<file path="src/rtl/reverse_bits_stream.sv">
// Stream stage that reorders WIDTH-bit words in one of four ways.
// It holds each result in one output register with backpressure, and counts completed output transfers.
module reverse_bits_stream #(
    parameter int unsigned WIDTH     = 32,
    parameter int unsigned CNT_WIDTH = 16
) (
    input  logic                 clk,
    input  logic                 rst,
    input  logic                 in_valid,
    output logic                 in_ready,
    input  logic [WIDTH-1:0]     forward,
    input  logic [1:0]           mode,
    output logic                 out_valid,
    input  logic                 out_ready,
    output logic [WIDTH-1:0]     reversed,
    output logic [1:0]           out_mode,
    output logic [CNT_WIDTH-1:0] word_count
);

    localparam int unsigned NBYTES = WIDTH / 8;

    typedef enum logic [1:0] {
        MODE_FULL        = 2'b00,
        MODE_BIT_IN_BYTE = 2'b01,
        MODE_BYTE_SWAP   = 2'b10,
        MODE_PASS        = 2'b11
    } mode_e;

    logic                 valid_q, valid_d;
    logic [WIDTH-1:0]     data_q, data_d;
    logic [1:0]           mode_q, mode_d;
    logic [CNT_WIDTH-1:0] cnt_q, cnt_d;

    logic [WIDTH-1:0]     full_rev_c, bit_rev_c, byte_swap_c, reorder_c;
    logic                 in_xfer_c, out_xfer_c;

    // A free slot exists when the register is empty or is draining this cycle.
    assign in_ready   = !valid_q || out_ready;
    assign in_xfer_c  = in_valid && in_ready;
    assign out_xfer_c = valid_q && out_ready;

    // All three permutations are pure wiring; mode selects one of them.
    always_comb begin
        full_rev_c  = '0;
        bit_rev_c   = '0;
        byte_swap_c = '0;
        for (int i = 0; i < int'(WIDTH); i++) begin
            full_rev_c[i] = forward[int'(WIDTH) - 1 - i];
        end
        for (int k = 0; k < int'(NBYTES); k++) begin
            for (int j = 0; j < 8; j++) begin
                bit_rev_c[8*k + j] = forward[8*k + 7 - j];
            end
            byte_swap_c[8*k +: 8] = forward[8*(int'(NBYTES) - 1 - k) +: 8];
        end
        case (mode_e'(mode))
            MODE_FULL:        reorder_c = full_rev_c;
            MODE_BIT_IN_BYTE: reorder_c = bit_rev_c;
            MODE_BYTE_SWAP:   reorder_c = byte_swap_c;
            default:          reorder_c = forward;
        endcase
    end

    // A load takes priority over a drain, so a simultaneous transfer leaves no bubble.
    always_comb begin
        valid_d = valid_q;
        data_d  = data_q;
        mode_d  = mode_q;
        cnt_d   = cnt_q;
        if (in_xfer_c) begin
            valid_d = 1'b1;
            data_d  = reorder_c;
            mode_d  = mode;
        end else if (out_xfer_c) begin
            valid_d = 1'b0;
        end
        if (out_xfer_c) begin
            cnt_d = cnt_q + CNT_WIDTH'(1);
        end
    end

    always_ff @(posedge clk) begin
        if (rst) begin
            valid_q <= 1'b0;
            data_q  <= '0;
            mode_q  <= '0;
            cnt_q   <= '0;
        end else begin
            valid_q <= valid_d;
            data_q  <= data_d;
            mode_q  <= mode_d;
            cnt_q   <= cnt_d;
        end
    end

    assign out_valid  = valid_q;
    assign reversed   = data_q;
    assign out_mode   = mode_q;
    assign word_count = cnt_q;

endmodule

</file>
<file path="config.mk">
export PLATFORM = sky130hd
export DESIGN_NAME = reverse_bits_stream
export DESIGN_NICKNAME = d
export VERILOG_FILES = /design/src/rtl/reverse_bits_stream.sv
export SDC_FILE = /design/constraint.sdc
export NUM_CORES = 1
export LEC_CHECK = 0
export CORE_MARGIN = 1.5
export CORE_UTILIZATION = 49
export CTS_CLUSTER_DIAMETER = 100
export DETAILED_ROUTE_END_ITERATION = 6
export GPL_ROUTABILITY_DRIVEN = 1
export PLACE_DENSITY = 0.83
export RECOVER_POWER = 50
export SLEW_MARGIN = 15
export SYNTH_ARGS = -nofsm -noshare
export SYNTH_HDL_FRONTEND = slang
export SYNTH_SLANG_ARGS = --single-unit
</file>
<file path="constraint.sdc">
create_clock -name clk -period 2.94 [get_ports clk]
set_input_delay 0.588 -clock clk [delete_from_list [all_inputs] [get_ports clk]]
set_output_delay 0.588 -clock clk [all_outputs]
set_load 0.02 [all_outputs]
</file>
==> impl_metrics.py <==
metrics = {
    "timing": {
        "setup-violations-final": 0,
        "timing.fmax_mhz": 398.6,
        "tightest_slew_ns": 2.118,
        "min_period_ns": 2.509,
        "fin_skew_ns": 0.002439,
        "relSlewSlack": -0.4121,
        "slew_violations": 52,
        "finalSetupTns_ns": 0,
        "rsz0062_at_grt": "no",
        "holdWs_ns": 0.4468,
        "hold_viol": 0,
        "period_share": 0.8533,
    },
    "pwr": {
        "pwr-share-comb": 0.233,
        "p_leak_nw": 1.327,
        "power_density_mw_per_mm2": 419.4,
        "p_int_mw": 1.131,
        "sequentialPowerShare": 0.482,
        "netSwitchingFraction": 0.2684,
        "power_frac_clock": 0.285,
        "p_switching_mw": 0.4149,
        "peakVddDrop_uv": 249.1,
    },
    "global_routing": {
        "grt-ovfl-total": 0,
        "groute.usage.overall": 0.2203,
        "grt_pass1_vias": 2195,
        "grt_pass1_wl_mm": 10.33,
        "antenna_found_initial": 0,
        "grt_max_degree": 52,
    },
    "synth": {
        "synth.distinct_cells": 29,
        "synth_flop_cell": "dfxtp_1",
        "syn_area_sq_mm": 0.002668,
        "syn_nets": 314,
        "yosys.area.top_type_share": 0.3827,
        "netlist_top_cells_area": "dfxtp_1, mux4_2, nand2_1",
        "netlist_instances": 275,
        "synth-warning-count": 0,
        "syn_avg_cell_area_sq_um": 9.700,
        "ys_seq_area_frac": 0.3827,
        "synth-edff-count": 0,
        "synth_seq_cells": 51,
        "synth_common_cells": "nand2_1, dfxtp_1, a21oi_1",
        "synth_top_cell_by_area": "dfxtp_1",
        "yosysMostFrequentCell": "nand2_1",
        "synthArstFlopShare": 0,
    },
    "flow_run": {
        "cap_violations": 1,
    },
    "floorplanning": {
        "die_w_microns": 76.79,
        "fp.coreArea_sq_mm": 0.005172,
        "fp.dieH_microns": 76.79,
        "placementRows": 26,
        "dieArea_sq_mm": 0.005896,
        "start_util": 0.5157,
        "io_pins": 90,
    },
    "clocking": {
        "postCtsHoldBufs": 0,
        "cts_buffer_depth": 2,
        "cts_tree": "yes",
        "cts-root-buf": "clkbuf_8",
        "clkSinkCount": 51,
        "cts.reportedPaths.clkPinSlew_ns": 0.09,
        "cts_resized": 0,
        "postCtsSetupBuffers": 0,
        "htree_levels": 2,
        "clk_latency_ns": 0.30,
        "cts-buffers-inserted": 5,
    },
    "status": {
        "failed_checks": "capacitance limit, slew limit",
        "status": "finished with violations",
    },
    "detailed_routing": {
        "ant_nets": 0,
        "drt-met1-wl_mm": 2.645,
        "vias": 2354,
        "wl_per_cell_microns": 14.53,
        "top_layer": "met4",
        "viasPerCell": 5.513,
        "firstDrtPassIters": 4,
        "route.detailed.drc": 0,
        "route.met3.wl_microns": 429,
        "drtIter0Drc": 107,
        "routed-wl-met2_mm": 3.073,
        "wl_mm": 6.206,
    },
    "setup_path": {
        "r2r_end": "word_count[15]",
        "cp.required_ns": 2.35,
        "reg2reg_from": "word_count[6]",
        "crit_chain": "clkdlybuf4s50_1 -> nand2b_1 -> clkdlybuf4s50_1",
        "critical_path_arrival_ns": 1.92,
        "start_kind": "input port",
        "crit_path_top_delay_cell": "clkdlybuf4s50_1",
        "path_class": "in2out",
        "endpoint_kind": "output pin",
        "max_stage_delay_ns": 0.62,
        "reg2reg_setup_slack_ns": 1.14,
        "cp_max_fo": 5,
        "reg2reg_depth": 4,
        "crit_path_frequent_cell": "clkdlybuf4s50_1",
    },
    "cells_and_area": {
        "stdcell_count": 427,
        "syn_to_final_growth_pct": 38.18,
        "drive_above_1_share": 0.1457,
        "fin_nets": 395,
        "fillers": 392,
        "antenna_cells": 0,
        "post-route-util": 0.7126,
    },
    "min_path": {
        "min-delay-start": "reversed[17]",
        "hold_depth": 2,
        "holdCritPathClass": "reg2reg",
        "hold_path_end": "reversed[17]",
    },
    "placement": {
        "io_buffers": 89,
        "place_inst": 419,
        "dp_hpwl_mm": 4.426,
        "gp_congestion": 0.8433,
    },
}
[metrics by stage]
stage	worst slack, ns	area [sq um]	power (mW)
floorplan	1.098	2668	0.9659
global placement	0.4518	3587	1.118
detailed placement	0.4410	3587	1.126
CTS	0.4373	3687	1.569
global route	0.3607	3686	1.622
finish	0.4312	3686	1.546
[how the worst max path moves through the flow]
stage	startpoint	endpoint
floorplan	mode[1]	reversed[25]
global placement	out_ready	in_ready
detailed placement	out_ready	in_ready
CTS	out_ready	in_ready
global route	out_ready	in_ready
finish	out_ready	in_ready
[cell usage in the layout (no fill, tap or decap), drive strengths merged, types with 5 or more instances in the layout]
cell | Yosys | final
dfxtp | 51 | 51
xor2 | 6 | 6
nor2 | 12 | 12
clkdlybuf4s50 | 0 | 68
buf | 9 | 8
xnor2 | 5 | 5
clkbuf | 12 | 9
a21oi | 40 | 40
mux4 | 32 | 32
nand2 | 77 | 77
dlygate4sd3 | 0 | 18
[sequential cells by signal, indices dropped and copies added, names as in the netlist]
register and count:
reversed 32, word_count 16, out_mode 2, out_valid 1
[cell families (layout without fill, tap and decap cells)]
| family | Yosys count | after routing | share of synthesized area |
|---|---|---|---|
| adder cells (fa/ha/maj) | 1 | 1 | 0.004690 |
| AO/OA/AOI/OAI | 44 | 44 | 0.08490 |
| AND/OR/NAND/NOR | 111 | 111 | 0.1825 |
| multiplexers | 32 | 32 | 0.2702 |
| buffers and inverters | 25 | 107 | 0.03893 |
| XOR/XNOR | 11 | 11 | 0.03612 |
| flip-flops | 51 | 51 | 0.3827 |
[power groups by stage]
| stage | Combinational (mW) | Sequential, mW | Clock (mW) |
|---|---|---|---|
| detailed placement | 0.365 | 0.762 | 0 |
| CTS | 0.366 | 0.746 | 0.456 |
| floorplan | 0.163 | 0.803 | 0 |
| global route | 0.385 | 0.751 | 0.487 |
| global placement | 0.356 | 0.761 | 0 |
| finish | 0.360 | 0.746 | 0.441 |
[critical path: cells and delay by family]
kind,cells,cell delay (ns)
buffers and inverters,2,1.15
AND/OR/NAND/NOR,1,0.18
[area by class of cell]
cell class / count / area, sq um / area share
clock buffer: 8 / 100.1 / 0.02716
tap: 70 / 87.58 / 0.02376
sequential: 51 / 1021 / 0.2770
timing repair buffer: 95 / 919.6 / 0.2495
inverter: 4 / 15.01 / 0.004073
multi-input combinational: 199 / 1543 / 0.4185
[layer usage]
layer / vias up / global-route usage
met2: 99 / 0.3584
met3: 7 / 0.05595
li1: 1139 / -
met4: 0 / 0.07407
met1: 1109 / 0.2862
met5: - / 0
Note: power is estimated with default switching activity, not from simulation.
